$ cat src/rtl/alu_share_arb.sv
// alu_share_arb: round-robin sharing of one combinational ALU between two
// requesters. Each operation runs IDLE (grant/latch) -> EXEC (ALU driven)
// -> RESP (result held until the owner accepts it).
// Optional feature macro: ALU_ARB_ILLEGAL_CHK_EN -- flags opcodes above 11,
// keeps the ALU idle for them and returns a zero result with rsp_err set.
module alu_share_arb #(
  parameter int DATA_W = 32
) (
  input  logic              clk,
  input  logic              rst_n,
  input  logic              req0_valid,
  output logic              req0_ready,
  input  logic [3:0]        req0_sel,
  input  logic [DATA_W-1:0] req0_a,
  input  logic [DATA_W-1:0] req0_b,
  input  logic [4:0]        req0_shamt,
  input  logic              req0_bsel,
  input  logic              req1_valid,
  output logic              req1_ready,
  input  logic [3:0]        req1_sel,
  input  logic [DATA_W-1:0] req1_a,
  input  logic [DATA_W-1:0] req1_b,
  input  logic [4:0]        req1_shamt,
  input  logic              req1_bsel,
  output logic              rsp0_valid,
  input  logic              rsp0_ready,
  output logic [DATA_W-1:0] rsp0_data,
  output logic              rsp0_err,
  output logic              rsp1_valid,
  input  logic              rsp1_ready,
  output logic [DATA_W-1:0] rsp1_data,
  output logic              rsp1_err,
  output logic [DATA_W-1:0] alu_data_A,
  output logic [DATA_W-1:0] alu_data_B,
  output logic [4:0]        alu_shamt,
  output logic [3:0]        alu_sel,
  output logic              alu_B_sel,
  input  logic [DATA_W-1:0] alu_out
);

  typedef enum logic [1:0] {IDLE, EXEC, RESP} state_t;

  state_t            state;
  logic              last;
  logic              owner;
  logic [3:0]        sel_q;
  logic [DATA_W-1:0] a_q;
  logic [DATA_W-1:0] b_q;
  logic [4:0]        shamt_q;
  logic              bsel_q;
  logic [DATA_W-1:0] result_q;

  logic grant_valid;
  logic grant;
  logic sel_illegal;
  logic exec_drive;
  logic owner_ready;

  // Round-robin grant: a lone requester wins, under contention the port
  // that was not served last wins.
  always_comb begin
    grant_valid = 1'b0;
    grant       = 1'b0;
    if (req0_valid && req1_valid) begin
      grant_valid = 1'b1;
      grant       = ~last;
    end else if (req0_valid) begin
      grant_valid = 1'b1;
      grant       = 1'b0;
    end else if (req1_valid) begin
      grant_valid = 1'b1;
      grant       = 1'b1;
    end
  end

  assign req0_ready = (state == IDLE) && grant_valid && (grant == 1'b0);
  assign req1_ready = (state == IDLE) && grant_valid && (grant == 1'b1);

`ifdef ALU_ARB_ILLEGAL_CHK_EN
  logic err_q;
  assign sel_illegal = (sel_q > 4'd11);
`else
  assign sel_illegal = 1'b0;
`endif

  // The ALU only sees the latched operands during EXEC; otherwise all zero.
  assign exec_drive = (state == EXEC) && !sel_illegal;
  assign alu_data_A = exec_drive ? a_q     : '0;
  assign alu_data_B = exec_drive ? b_q     : '0;
  assign alu_shamt  = exec_drive ? shamt_q : 5'd0;
  assign alu_sel    = exec_drive ? sel_q   : 4'd0;
  assign alu_B_sel  = exec_drive ? bsel_q  : 1'b0;

  assign owner_ready = owner ? rsp1_ready : rsp0_ready;

  assign rsp0_valid = (state == RESP) && (owner == 1'b0);
  assign rsp1_valid = (state == RESP) && (owner == 1'b1);
  assign rsp0_data  = rsp0_valid ? result_q : '0;
  assign rsp1_data  = rsp1_valid ? result_q : '0;

`ifdef ALU_ARB_ILLEGAL_CHK_EN
  assign rsp0_err = rsp0_valid && err_q;
  assign rsp1_err = rsp1_valid && err_q;
`else
  assign rsp0_err = 1'b0;
  assign rsp1_err = 1'b0;
`endif

  // Sequencer: latch the granted request, capture the ALU result, hold it
  // until the owner takes it, then hand priority to the other port.
  always_ff @(posedge clk or negedge rst_n) begin
    if (!rst_n) begin
      state    <= IDLE;
      last     <= 1'b1;
      owner    <= 1'b0;
      sel_q    <= 4'd0;
      a_q      <= '0;
      b_q      <= '0;
      shamt_q  <= 5'd0;
      bsel_q   <= 1'b0;
      result_q <= '0;
`ifdef ALU_ARB_ILLEGAL_CHK_EN
      err_q    <= 1'b0;
`endif
    end else begin
      case (state)
        IDLE: begin
          if (grant_valid) begin
            owner   <= grant;
            sel_q   <= grant ? req1_sel   : req0_sel;
            a_q     <= grant ? req1_a     : req0_a;
            b_q     <= grant ? req1_b     : req0_b;
            shamt_q <= grant ? req1_shamt : req0_shamt;
            bsel_q  <= grant ? req1_bsel  : req0_bsel;
            state   <= EXEC;
          end
        end
        EXEC: begin
          result_q <= sel_illegal ? '0 : alu_out;
`ifdef ALU_ARB_ILLEGAL_CHK_EN
          err_q    <= sel_illegal;
`endif
          state    <= RESP;
        end
        RESP: begin
          if (owner_ready) begin
            last  <= owner;
`ifdef ALU_ARB_ILLEGAL_CHK_EN
            err_q <= 1'b0;
`endif
            state <= IDLE;
          end
        end
        default: state <= IDLE;
      endcase
    end
  end

endmodule

$ cat config.mk
export PLATFORM = sky130hd
export DESIGN_NAME = alu_share_arb
export DESIGN_NICKNAME = d
export VERILOG_FILES = /design/src/rtl/alu_share_arb.sv
export SDC_FILE = /design/constraint.sdc
export NUM_CORES = 1
export LEC_CHECK = 0
export ABC_AREA = 1
export CAP_MARGIN = 20
export CORE_AREA = 2 2 128 130
export CTS_BUF_LIST = sky130_fd_sc_hd__clkbuf_16
export DETAILED_ROUTE_END_ITERATION = 6
export DIE_AREA = 0 0 130 132
export DONT_BUFFER_PORTS = 1
export MAX_ROUTING_LAYER = met4
export SYNTH_ARGS = -nofsm -noshare
export SYNTH_HDL_FRONTEND = slang
export SYNTH_SLANG_ARGS = --single-unit
$ cat constraint.sdc
create_clock -name clk -period 1.7 [get_ports clk]
set_clock_uncertainty 0.1 [all_clocks]
set_input_delay 0.085 -clock clk [delete_from_list [all_inputs] [get_ports clk]]
set_output_delay 0.085 -clock clk [all_outputs]
set_load 0.05 [all_outputs]
; ---- Yosys cells after proc, flatten, opt, wreduce, memory -nomap -nowiden
; Cells that the tools add are included.
[word_totals]
ff_bits = 110
in_bits = 186
output_inout_bits = 144
wordCells = 47
[classes]
eq_ne = 4
n_mux = 21
n_bitwise = 3
reduce_logical = 10
[ops]
columns = op, n
row1 = 32-bit 2-to-1 mux, 6
row2 = 5-bit 2-to-1 mux, 2
row3 = 1-bit 2-to-1 mux, 8
row4 = 4-bit 2-to-1 mux, 2
row5 = 1-bit logical AND, 6
row6 = 2-bit case mux with 3 select lines, 1
row7 = 2-bit AND reduction, 3
row8 = 2-bit 2-to-1 mux, 2
row9 = 2-bit != test (second input constant), 2
row10 = 1-bit inverter, 3
row11 = 2-bit by 1-bit == test with 1-bit output (second input constant), 1
row12 = 2-bit == test (second input constant), 1
row13 = 2-bit logical NOT, 1

; ---- Logic depth before layout (Yosys ltp)
[depth]
depth_word = 5
depth_mapped = 8
ltp_nobuf = 6

; ---- Worst setup path before layout
; No wires, ideal clock.
[synth_timing]
kind = register to output
from = register state[0]
to = output port req0_ready
arrival_time_ps = 1633
t_required_ps = 1515
slack_ps = -118
path_stages_with_launch = 5
path_buffers = 1
cell_sequence = dfrtp_1 > nor2_1 > o21ai_4 > clkbuf_1 > a21oi_1
[synth_via]
elab_chain_cells = 3
[synth_rtl]
columns = element, line
row1 = "start, declared", 43  ; state_t state;
row2 = "start signal, assigned", 113  ; state <= IDLE;
row3 = "start signal, assigned", 135  ; state <= EXEC;
row4 = "start signal, assigned", 143  ; state <= RESP;
row5 = 2-bit logical NOT, 76  ; assign req0_ready = (state == IDLE) && grant_valid && (grant == 1'b0);
row6 = 1-bit logical AND (2 in a row), 76
row7 = "end, declared", 12  ; output logic req0_ready,
; Every way passes these cells.

; ---- Final worst setup path
[layout_timing]
from = register state[0]
to = output port rsp0_data[3]
[layout_via]
elab_chain_cells = 3
[layout_rtl]
columns = element, line
row1 = 2-bit == test, 96  ; assign rsp0_valid = (state == RESP) && (owner == 1'b0);
row2 = 1-bit logical AND, 96
row3 = 32-bit 2-to-1 mux, 98  ; assign rsp0_data = rsp0_valid ? result_q : '0;
row4 = "end, declared", 27  ; output logic [DATA_W-1:0] rsp0_data,
; Every way passes these cells.

==> summary.md <==
The worst setup slack after layout is -0.0432 ns. The initial antenna violation count came out at 0. The power per standard cell area works out to 1750 nW/µm².

In this run, CTS created clock tree buffers numbering 9. The multi-input combinational cells in the finished layout cover a total of 2950 µm². The HPWL after detailed placement is 12,500 µm.

The tools report the total count of hold-check failures in the final report as 133. Sequential elements use 44.8% of the synthesized area. Overall overflow remaining after global route: 0. During synthesis, Yosys emitted a total of 0 warnings.

The checks that failed: hold timing, setup timing. The number of antenna diodes in the final layout is 0. In this run the worst hold path is classified as input port to async pin.

The root buffer cell was clkbuf_16. The H-tree was split into 3 levels. Routability-driven placement finished with a final weighted congestion of 0.772. The run finished, with violations left.

For this design the total switching power over the nets is 9370 µW. For this design the static power due to leakage is 0.00551 µW. In this run the deepest clock path goes through 2 buffers. The capture instance of the worst register-to-register path was last. Setup repair after global routing could not meet its margin everywhere. The die covers 17,200 µm². The tools report the element type at the critical path start as a flop.

For the final hold slack, the log shows -0.672 ns. For this design, the slowest cell found on the critical path is dfrtp_1. The logs give 46.1% for the met2 usage in global routing and 10.9% for the portion of total power attributed to the clock network. The routed design could run at a clock period as short as 1.74 ns. The height of the die works out to 132 µm. The number of flip-flops and latches in the synthesized netlist is 110, and the overall track demand over capacity in global routing is 27.7%. The tools report the internal power of the cells as 8660 µW. The highest cell delay on the worst timing path works out to 0.42 ns.

Of the cells placed in the final design, the portion with a size suffix greater than 1 is 21.0%. Of the total power, combinational logic draws 64.4%. The cell count of the worst reg-to-reg path was 6. The DRC violation count after routing was 0.

A synthesized cell averages 6.46 µm². The tools report the number of I/O pins as 330. Global routing consumed, on the met3 layer, 5.36% of the routing resources. The setup-violating endpoint count in the final report was 62; the final-layout setup total negative slack was -0.771 ns.

In this run the cell area of the synthesized design comes to 6150 µm². The number of global-route vias before repair is 7,217. The global routing stage identified its most utilized layer as met2. Of the total power, registers draw 24.7%. The logs give 7 for the total iterations of the first detailed-routing run and 15 for the count of cell types in the netlist.

At the placement stage, the worst setup path has a slack of 0.0737 ns. Across the whole layout, storage elements account for 2750 µm². The minimum setup slack among reg-to-reg paths is 0.07 ns. TritonCTS built the clock tree.

At the later pin of the worst-skew pair, clock insertion delay measures 0.34 ns. For the max-slew violation count, the log shows 0. The logs give 1,188 for the number of fillers in the final layout and 46 for the total number of placement rows. In the routed layout, each cell is associated on average with a via count of 4.98. The max-cap violation count came out at 0.

The signal on the critical path passes through nor2_4 > nand2_2 > buf_12 > nor2_1 > buf_6. The relative area change from synthesis to final layout was 67.5%. The start-to-end type of the worst setup path is flop to output pin. The tools report the effective utilization at floorplan as 39.1%. The core region is 15,700 µm².

After the last flow step, the layout net total stands at 1,434. Global routing consumed, on the met1 layer, 32.3% of the routing resources. Dividing the final minimum period by the clock period gives 103%. For the worst setup path, the data arrival time is 1.56 ns. The count of nets left with antenna violations after detail routing came out at 0. The routed layout has 7,320 vias. For the highest achievable clock rate, the log shows 0.574 GHz. The share of total power consumed by net switching works out to 52.0%.

Along the worst path, the maximum fanout reaches 33. For this design, the sink count on the clock tree is 110. Data on the critical path is required at its endpoint by 1.51 ns.

Entering global routing, the biggest net connects 111 pins. STA classifies the critical path endpoint as an output pin. IR analysis of the VDD net gives a maximum drop of 0.862 mV.

In the synthesized netlist, the number of instances is 952. In this run the critical register-to-register path is launched from state[0]. The first-iteration detailed-routing DRC count is 512, and the die width is 130 µm. The total power came out at 18,000 µW. The wire length per cell works out to 17.0 µm.

The clock slew at the register clock pins of the worst setup and hold paths was 0.08 ns. The number of port buffers is 0. The first global-routing pass estimated 36,600 µm of wire. For this block, the routed nets add up to 25,000 µm of wire.
[registers in the layout, indices dropped and copies added, names as in the netlist]
signal and cells:
result_q 32, bsel_q 1, a_q 32, sel_q 4, shamt_q 5, b_q 32, state 2, last 1
owner 1
[layout make-up]
class                           count  share of cell area [%]
Clock buffer                        9                    2.19
Clock inverter                      7                   0.413
Inverter                          111                    4.07
Multi-Input combinational cell    668                    28.7
Sequential cell                   110                    26.7
Tap cell                          216                    2.62
Timing Repair Buffer              348                    35.3
[worst max-delay path, delay by kind of cell (launching register included)]
kind / cells / cell delay, ns
flops: 1 / 0.42
simple gates: 3 / 0.42
buf+inv: 2 / 0.36
[synthesized netlist by cell type]
cell type | number | area [µm²]
buf_1 | 2 | 7.51
dfstp_2 | 1 | 26.3
nand3_1 | 77 | 385
nand2_1 | 381 | 1430
o21ai_4 | 1 | 16.3
clkbuf_1 | 24 | 90.1
inv_2 | 1 | 3.75
dfrtp_1 | 109 | 2730
nor2_1 | 173 | 649
o21ai_0 | 1 | 5.00
inv_1 | 110 | 413
conb_1 | 1 | 3.75
buf_4 | 14 | 105
a21oi_1 | 33 | 165
buf_2 | 24 | 120
[cell usage in the layout, fill, tap and decap left out]
master / netlist / layout
o21ai_0: 1 / 1
inv_2: 1 / 2
nand2_2: 0 / 2
nand2_8: 0 / 1
nor2_2: 0 / 60
buf_6: 0 / 85
o21ai_4: 1 / 1
nor2_4: 0 / 13
buf_12: 0 / 12
nor2_1: 173 / 100
inv_6: 0 / 2
dfstp_2: 1 / 1
a21oi_1: 33 / 32
dlygate4sd3_1: 0 / 183
clkinvlp_4: 0 / 1
conb_1: 1 / 2
buf_16: 0 / 1
nand2_4: 0 / 2
nand3_1: 77 / 77
inv_1: 110 / 110
inv_4: 0 / 1
clkinv_2: 0 / 2
a21oi_4: 0 / 1
buf_4: 14 / 61
bufbuf_16: 0 / 1
dfrtp_1: 109 / 109
buf_8: 0 / 4
clkbuf_16: 0 / 10
nand2_1: 381 / 376
[power groups by stage]
stage	Combinational [µW]	Sequential, µW	Clock (µW)
4_1_cts	10800	4420	2030
3_5_place_dp	9710	4440	0
3_3_place_gp	9620	4410	0
2_1_floorplan	7040	4320	0
6_report	11600	4450	1970
5_1_grt	12400	4600	2130
[worst max path at each step]
| stage | endpoint | depth (start not counted) | slack [ns] | from |
|---|---|---|---|---|
| 4_1_cts | rsp0_data[31] | 5 | -0.01 | state[0] |
| 3_5_place_dp | rsp1_data[30] | 6 | 0.07 | state[1] |
| 5_1_grt | rsp0_data[3] | 6 | -0.14 | state[1] |
| 3_3_place_gp | rsp1_data[26] | 6 | 0.07 | state[1] |
| 6_report | rsp0_data[3] | 5 | -0.04 | state[0] |
| 2_1_floorplan | rsp0_data[22] | 4 | -0.10 | state[0] |
[per-stage QoR]
stage	utilization, %	instances	cell area, µm²
finish	65.5	1469	10300
global route	65.5	1469	10300
CTS	63.0	1467	9900
detailed placement	47.3	1263	7440
global placement	47.3	1263	7440
floorplan	-	953	6160
[routing by layer]
metal,vias to the layer above,wire length [µm]
met5,-,0
met4,0,770
met3,74,1930
met2,428,12500
met1,3417,9760
li1,3401,-
[repair_timing]
action                                  CTS  global route
buffers inserted                          4             0
pin swaps                                 1             0
resized for setup                        82           111
hold buffers                            182             1
cloned                                    2             1
endpoints found under the setup margin   68           169
hold endpoints to repair                218           182
[logic make-up after synthesis]
| family | Yosys count | synth area share, % |
|---|---|---|
| compound gates | 35 | 3.03 |
| buf+inv | 175 | 12.0 |
| flops | 110 | 44.8 |
| other cells | 1 | 0.0610 |
| simple gates | 631 | 40.1 |
(Power assumes the default switching activity.)
